`src/rtl/pong_pkg.sv`:
```
// Shared types and playfield defaults for the Pong ball datapath.
package pong_pkg;

  localparam int unsigned H_RES_DEF   = 800;
  localparam int unsigned V_RES_DEF   = 600;
  localparam int unsigned COORD_W_DEF = 11;
  localparam int unsigned SPD_W       = 3;

  typedef logic [COORD_W_DEF-1:0] coord_t;

  typedef enum logic [1:0] {
    SERVE  = 2'd0,
    PLAY   = 2'd1,
    SCORED = 2'd2
  } ball_state_e;

endpackage

```
`src/rtl/pong_axis_step.sv`:
```
// One-axis ball step: advance by speed, clamp to the lo/hi centre bounds and reflect.
module pong_axis_step
  import pong_pkg::*;
#(
  parameter int unsigned COORD_W = COORD_W_DEF,
  parameter int unsigned SP_W    = SPD_W
) (
  input  logic [COORD_W-1:0] pos_i,
  input  logic               dir_i,
  input  logic [SP_W-1:0]    speed_i,
  input  logic [COORD_W-1:0] lo_i,
  input  logic [COORD_W-1:0] hi_i,
  output logic [COORD_W-1:0] nxt_pos_c_o,
  output logic               nxt_dir_c_o,
  output logic               hit_lo_c_o,
  output logic               hit_hi_c_o
);

  localparam int unsigned SW = COORD_W + 1;

  logic signed [SW-1:0] pos_s;
  logic signed [SW-1:0] step_s;
  logic signed [SW-1:0] lo_s;
  logic signed [SW-1:0] hi_s;
  logic signed [SW-1:0] nxt_s;

  // dir_i = 1 means moving toward lower coordinates; one extra bit keeps underflow visible
  always_comb begin
    pos_s       = $signed({1'b0, pos_i});
    step_s      = $signed(SW'(speed_i));
    lo_s        = $signed({1'b0, lo_i});
    hi_s        = $signed({1'b0, hi_i});
    nxt_s       = dir_i ? (pos_s - step_s) : (pos_s + step_s);
    hit_lo_c_o  = dir_i && (nxt_s <= lo_s);
    hit_hi_c_o  = !dir_i && (nxt_s >= hi_s);
    nxt_pos_c_o = COORD_W'(nxt_s);
    nxt_dir_c_o = dir_i;
    if (hit_lo_c_o) begin
      nxt_pos_c_o = lo_i;
      nxt_dir_c_o = 1'b0;
    end else if (hit_hi_c_o) begin
      nxt_pos_c_o = hi_i;
      nxt_dir_c_o = 1'b1;
    end
  end

endmodule

```
`src/rtl/pong_ball_engine.sv`:
```
// Pong ball controller: serve/play/score FSM, position update per frame tick,
// wall and paddle bounces, speed-up after repeated paddle hits.
module pong_ball_engine
  import pong_pkg::*;
#(
  parameter int unsigned H_RES        = H_RES_DEF,
  parameter int unsigned V_RES        = V_RES_DEF,
  parameter int unsigned COORD_W      = COORD_W_DEF,
  parameter int unsigned BALL_HALF    = 4,
  parameter int unsigned PADDLE_LEN   = 80,
  parameter int unsigned PADDLE1_X    = 16,
  parameter int unsigned PADDLE2_X    = 784,
  parameter int unsigned V_INIT       = 1,
  parameter int unsigned V_MAX        = 4,
  parameter int unsigned SPEEDUP_HITS = 4,
  parameter int unsigned SERVE_TICKS  = 60
) (
  input  logic               clk_i,
  input  logic               reset_i,
  input  logic               game_on_i,
  input  logic               frame_tick_i,
  input  logic [COORD_W-1:0] paddle_pos1_i,
  input  logic [COORD_W-1:0] paddle_pos2_i,
  output logic [COORD_W-1:0] ball_x_o,
  output logic [COORD_W-1:0] ball_y_o,
  output logic [SPD_W-1:0]   ball_speed_o,
  output logic               serving_o,
  output logic               wall_hit_o,
  output logic               paddle_hit_o,
  output logic               player1_point_o,
  output logic               player2_point_o
);

  localparam int unsigned HC_W = $clog2(SPEEDUP_HITS + 1);
  localparam int unsigned SC_W = $clog2(SERVE_TICKS + 1);
  localparam int unsigned CW1  = COORD_W + 1;

  localparam logic [COORD_W-1:0] X_CTR     = COORD_W'(H_RES / 2);
  localparam logic [COORD_W-1:0] Y_CTR     = COORD_W'(V_RES / 2);
  localparam logic [COORD_W-1:0] Y_LO      = COORD_W'(BALL_HALF);
  localparam logic [COORD_W-1:0] Y_HI      = COORD_W'(V_RES - 1 - BALL_HALF);
  localparam logic [COORD_W-1:0] X_WALL_LO = COORD_W'(BALL_HALF);
  localparam logic [COORD_W-1:0] X_WALL_HI = COORD_W'(H_RES - 1 - BALL_HALF);
  localparam logic [COORD_W-1:0] X_PAD_LO  = COORD_W'(PADDLE1_X + BALL_HALF);
  localparam logic [COORD_W-1:0] X_PAD_HI  = COORD_W'(PADDLE2_X - BALL_HALF);

  ball_state_e        state_q, state_d;
  logic [COORD_W-1:0] x_q, x_d, y_q, y_d;
  logic               dxn_q, dxn_d, dyn_q, dyn_d;
  logic [SPD_W-1:0]   speed_q, speed_d;
  logic [HC_W-1:0]    hit_cnt_q, hit_cnt_d;
  logic [SC_W-1:0]    serve_cnt_q, serve_cnt_d;
  logic               serving_q, serving_d;
  logic               wall_q, wall_d, paddle_q, paddle_d;
  logic               p1_q, p1_d, p2_q, p2_d;

  logic               upd;
  logic               cover1, cover2;
  logic [COORD_W-1:0] x_lo, x_hi;
  logic [COORD_W-1:0] x_nxt, y_nxt;
  logic               x_dir_nxt, y_dir_nxt;
  logic               x_hit_lo, x_hit_hi, y_hit_lo, y_hit_hi;
  logic               bounce, miss_l, miss_r;

  assign upd = game_on_i && frame_tick_i;

  // Paddle coverage uses the pre-move ball centre
  assign cover1 = (paddle_pos1_i <= y_q) &&
                  ({1'b0, y_q} < ({1'b0, paddle_pos1_i} + CW1'(PADDLE_LEN)));
  assign cover2 = (paddle_pos2_i <= y_q) &&
                  ({1'b0, y_q} < ({1'b0, paddle_pos2_i} + CW1'(PADDLE_LEN)));

  // An uncovered side lets the ball run on to the scoring edge
  assign x_lo = cover1 ? X_PAD_LO : X_WALL_LO;
  assign x_hi = cover2 ? X_PAD_HI : X_WALL_HI;

  pong_axis_step #(.COORD_W(COORD_W), .SP_W(SPD_W)) u_step_x (
    .pos_i       (x_q),
    .dir_i       (dxn_q),
    .speed_i     (speed_q),
    .lo_i        (x_lo),
    .hi_i        (x_hi),
    .nxt_pos_c_o (x_nxt),
    .nxt_dir_c_o (x_dir_nxt),
    .hit_lo_c_o  (x_hit_lo),
    .hit_hi_c_o  (x_hit_hi)
  );

  pong_axis_step #(.COORD_W(COORD_W), .SP_W(SPD_W)) u_step_y (
    .pos_i       (y_q),
    .dir_i       (dyn_q),
    .speed_i     (speed_q),
    .lo_i        (Y_LO),
    .hi_i        (Y_HI),
    .nxt_pos_c_o (y_nxt),
    .nxt_dir_c_o (y_dir_nxt),
    .hit_lo_c_o  (y_hit_lo),
    .hit_hi_c_o  (y_hit_hi)
  );

  assign bounce = (x_hit_lo && cover1) || (x_hit_hi && cover2);
  assign miss_l = x_hit_lo && !cover1;
  assign miss_r = x_hit_hi && !cover2;

  always_comb begin
    state_d     = state_q;
    x_d         = x_q;
    y_d         = y_q;
    dxn_d       = dxn_q;
    dyn_d       = dyn_q;
    speed_d     = speed_q;
    hit_cnt_d   = hit_cnt_q;
    serve_cnt_d = serve_cnt_q;
    wall_d      = 1'b0;
    paddle_d    = 1'b0;
    p1_d        = 1'b0;
    p2_d        = 1'b0;
    unique case (state_q)
      SERVE: begin
        if (upd) begin
          if (serve_cnt_q == SC_W'(SERVE_TICKS - 1)) begin
            serve_cnt_d = '0;
            state_d     = PLAY;
          end else begin
            serve_cnt_d = serve_cnt_q + SC_W'(1);
          end
        end
      end
      PLAY: begin
        if (upd) begin
          y_d    = y_nxt;
          dyn_d  = y_dir_nxt;
          wall_d = y_hit_lo || y_hit_hi;
          x_d    = x_nxt;
          // A miss keeps dir_x, so the re-serve heads toward the conceding player
          if (bounce) begin
            dxn_d    = x_dir_nxt;
            paddle_d = 1'b1;
            if (hit_cnt_q == HC_W'(SPEEDUP_HITS - 1)) begin
              hit_cnt_d = '0;
              if (speed_q < SPD_W'(V_MAX)) speed_d = speed_q + SPD_W'(1);
            end else begin
              hit_cnt_d = hit_cnt_q + HC_W'(1);
            end
          end
          p2_d = miss_l;
          p1_d = miss_r;
          if (miss_l || miss_r) state_d = SCORED;
        end
      end
      SCORED: begin
        if (game_on_i) begin
          x_d         = X_CTR;
          y_d         = Y_CTR;
          speed_d     = SPD_W'(V_INIT);
          hit_cnt_d   = '0;
          serve_cnt_d = '0;
          state_d     = SERVE;
        end
      end
      default: state_d = SERVE;
    endcase
    serving_d = (state_d == SERVE);
  end

  always_ff @(posedge clk_i or posedge reset_i) begin
    if (reset_i) begin
      state_q     <= SERVE;
      x_q         <= X_CTR;
      y_q         <= Y_CTR;
      dxn_q       <= 1'b0;
      dyn_q       <= 1'b0;
      speed_q     <= SPD_W'(V_INIT);
      hit_cnt_q   <= '0;
      serve_cnt_q <= '0;
      serving_q   <= 1'b1;
      wall_q      <= 1'b0;
      paddle_q    <= 1'b0;
      p1_q        <= 1'b0;
      p2_q        <= 1'b0;
    end else begin
      state_q     <= state_d;
      x_q         <= x_d;
      y_q         <= y_d;
      dxn_q       <= dxn_d;
      dyn_q       <= dyn_d;
      speed_q     <= speed_d;
      hit_cnt_q   <= hit_cnt_d;
      serve_cnt_q <= serve_cnt_d;
      serving_q   <= serving_d;
      wall_q      <= wall_d;
      paddle_q    <= paddle_d;
      p1_q        <= p1_d;
      p2_q        <= p2_d;
    end
  end

  assign ball_x_o        = x_q;
  assign ball_y_o        = y_q;
  assign ball_speed_o    = speed_q;
  assign serving_o       = serving_q;
  assign wall_hit_o      = wall_q;
  assign paddle_hit_o    = paddle_q;
  assign player1_point_o = p1_q;
  assign player2_point_o = p2_q;

endmodule
```
`config.mk`:
```
export PLATFORM = sky130hd
export DESIGN_NAME = pong_ball_engine
export DESIGN_NICKNAME = d
export VERILOG_FILES = /design/src/rtl/pong_pkg.sv /design/src/rtl/pong_axis_step.sv /design/src/rtl/pong_ball_engine.sv
export SDC_FILE = /design/constraint.sdc
export NUM_CORES = 1
export LEC_CHECK = 0
export CORE_MARGIN = 2
export CORE_UTILIZATION = 40
export CTS_CLUSTER_DIAMETER = 120
export CTS_CLUSTER_SIZE = 10
export DETAILED_ROUTE_END_ITERATION = 6
export GPL_ROUTABILITY_DRIVEN = 0
export PLACE_DENSITY = 0.65
export SYNTH_ARGS = -nofsm -noshare
export SYNTH_HDL_FRONTEND = slang
export SYNTH_SLANG_ARGS = --single-unit
```
`constraint.sdc`:
```
create_clock -name clk_i -period 5.1 [get_ports clk_i]
set_input_delay 1.02 -clock clk_i [delete_from_list [all_inputs] [get_ports clk_i]]
set_output_delay 1.02 -clock clk_i [all_outputs]
set_load 0.05 [all_outputs]
```
==> results_dict.tcl <==
set metrics [dict create \
    status "completed" \
    slew_headroom 0.383 \
    synth_edf_count 0 \
    num_vias 4615 \
    multi_input_area_um2 3530 \
    die_h_um 114 \
    root_buffer "clkbuf_16" \
    gr-total-overflow 0 \
    drv_cap 0 \
    hold_viol 0 \
    coreArea_um2 11900 \
    cts_tree "yes" \
    grt_pass1_wl_um 22300 \
    clkSinkCount 43 \
    synth.distinct_cells 82 \
    fin_area_um2 6050 \
    seq_area_frac_synth 0.225 \
    hold_ws_ns 0.498 \
    postSynthCellCount 560 \
    critPathLaunchType "input port" \
    numCtsBuffers 5 \
    async_flop_share 1.00 \
    min_period_ns 4.95 \
    fill_cells 1121 \
    drive_gt1_frac 0.161 \
    place_area_um2 5750 \
    diodes 0 \
    arrival_ns 5.16 \
    final_nets 757 \
    drv_slew 0 \
    ys_warn_count 0 \
    rows 40 \
    cts.clk_slew.worst_paths_ns 0.06 \
    finClkSkew_ns 0.00639 \
    cts_hold_buf 0 \
    first_iter_violations 201 \
    initial_core_util 0.405 \
    ctsLongestPathBuffers 2 \
    htree_num_levels 2 \
    syn_avg_cell_area_um2 8.62 \
    antenna_found_initial 0 \
    crit_type "input port to flip-flop" \
    avgRoutedWirePerCell_um 17.0 \
    ios 56 \
    first_global_vias 4675 \
    final-setup-viol-count 0 \
    wl_um 13600 \
    viasPerCell 5.78 \
    detailedRoute.firstPassIterationCount 6 \
    netlist_area_um2 4830 \
    worstPathCellList "clkdlybuf4s50_1, ha_2, o2111ai_1, xor2_1, ha_1, nand3_1, nor2_1, a221oi_2, o32a_1, inv_1, ha_1, nand2_1, a21oi_2, a221oi_2, nand3_1, o41ai_2, buf_4, and2_2, buf_4, or3b_2, a41oi_2" \
    hpwl_um 10600 \
    worst_path_largest_cell_delay_ns 0.53 \
    critPathMaxFanout 5 \
    die-area_um2 13000 \
    detail-route-antenna-nets 0 \
    crit_path_end_kind "flip-flop" \
    setup-tns-final_ns 0 \
    area_delta_synth_final_pct 25.4 \
    grt_max_degree 44 \
    synth_ff_type "dfrtp_1" \
    insertion_delay_ns 0.29 \
    syn_nets 666 \
    port_buffers 55 \
    crit_required_ns 5.31 \
    track_usage 0.212 \
    cp_slowest_cell "clkdlybuf4s50_1" \
    ys_seq_elements 43 \
    drc 0 \
    worstMarginPinSlew_ns 0.923 \
    hold_class "flip-flop to flip-flop" \
    ff_latch_area_um2 1090 \
    period_share 0.971 \
    max_freq_mhz 202 \
    die_w_um 114 \
]
-- placed cells by master, fill, tap and decap left out, types with 4 or more instances in the layout --
cell type / instances
a211oi_1: 5
a21o_1: 6
a21oi_1: 29
a21oi_2: 5
a221o_1: 6
a31oi_1: 4
and2_1: 5
and3_1: 5
buf_4: 43
clkbuf_16: 5
clkdlybuf4s50_1: 51
dfrtp_1: 34
dfstp_2: 9
dlymetal6s2s_1: 4
ha_1: 76
inv_1: 47
mux2i_1: 9
nand2_1: 39
nand2b_1: 10
nand3_1: 13
nand4_1: 9
nor2_1: 42
nor2b_1: 11
nor3_1: 9
o21a_1: 7
o21ai_0: 35
o31ai_1: 8
or2_2: 7
or3_1: 5
xnor2_1: 12
xor2_1: 11
-- logic make-up after synthesis --
kind of cell	Yosys count	synth area share
compound gates	158	0.232
xor+xnor	23	0.0417
fa+ha+maj	80	0.210
buf+inv	62	0.0622
flops	43	0.225
mux	11	0.0233
simple gates	183	0.205
-- cell usage after synthesis (all sizes together), types with 8 or more instances --
cell | instances | share of area
xnor2 | 12 | 0.022
nor2 | 43 | 0.034
dfrtp | 34 | 0.18
nand2 | 39 | 0.030
mux2i | 9 | 0.019
nand3 | 13 | 0.013
o21ai | 37 | 0.038
nor2b | 12 | 0.017
a21oi | 34 | 0.036
nor3 | 10 | 0.011
nand2b | 10 | 0.013
inv | 48 | 0.037
xor2 | 11 | 0.020
dfstp | 9 | 0.049
clkbuf | 9 | 0.015
ha | 78 | 0.20
nand4 | 9 | 0.012
o31ai | 9 | 0.015
or2 | 8 | 0.010
-- path summary, 6_finish.rpt --
path	from	to	slack [ns]	depth (start not counted)
min in group asynchronous	reset_i	serve_cnt_q[4]$_DFFE_PP0P_	1.19	3
worst min register to register	serve_cnt_q[5]$_DFFE_PP0P_	serve_cnt_q[5]$_DFFE_PP0P_	0.50	1
worst max-delay path	paddle_pos1_i[5]	ball_x_o[4]$_DFFE_PP1P_	0.15	21
worst min-delay path	serve_cnt_q[5]$_DFFE_PP0P_	serve_cnt_q[5]$_DFFE_PP0P_	0.50	1
worst max register to register	ball_speed_o[0]$_DFFE_PP1P_	ball_speed_o[0]$_DFFE_PP1P_	0.55	19
max in group asynchronous	reset_i	ball_y_o[10]$_DFFE_PP0P_	3.52	3
-- routing by layer --
metal,part of all wire,up-vias,track usage
met5,0,-,0
met4,0.018,0,0.0724
met3,0.038,26,0.0202
met2,0.50,117,0.381
met1,0.44,2220,0.265
li1,-,2252,-
-- metrics by stage --
stage / instances / setup WS, ns / utilization
2_1_floorplan: 560 / 0.357 / -
3_3_place_gp: 789 / -0.312 / 0.483
3_5_place_dp: 789 / -0.547 / 0.483
4_1_cts: 797 / 0.0660 / 0.500
5_1_grt: 799 / -0.0416 / 0.508
6_report: 799 / 0.150 / 0.508
-- worst max-delay path, delay by kind of cell --
| family | cells | cell delay [ns] |
|---|---|---|
| adders and majority gates | 3 | 0.84 |
| buffers and inverters | 4 | 0.93 |
| and+or+nand+nor | 6 | 1.04 |
| xor gates and xnor gates | 1 | 0.19 |
| AOI/OAI and AO/OA | 7 | 1.13 |
-- timing repair --
item / CTS / global route
gates resized for setup: 5 / 20
hold endpoints to repair: 0 / 0
cloned: 0 / 0
pin swaps: 2 / 9
buffers inserted: 0 / 2
setup endpoints to repair: 21 / 23
-- area by class of cell --
cell class,count,share of cell area
tap,147,0.0304
sequential,43,0.180
inverter,48,0.0298
multi-input combinational,455,0.583
clock inverter,2,0.00992
clock buffer,6,0.0213
timing repair buffer,98,0.146
-- flip-flops by register name, summed over array words and instances, names as in the netlist --
name	cells
hit_cnt_q	3
serving_o	1
ball_speed_o	3
dxn_q	1
player1_point_o	1
wall_hit_o	1
player2_point_o	1
ball_x_o	11
paddle_hit_o	1
ball_y_o	11
serve_cnt_q	6
state_q	2
dyn_q	1
Power is left out: the tool's default activity adds up to more than one toggle a clock period on the data nets, which glitch-free logic cannot reach.
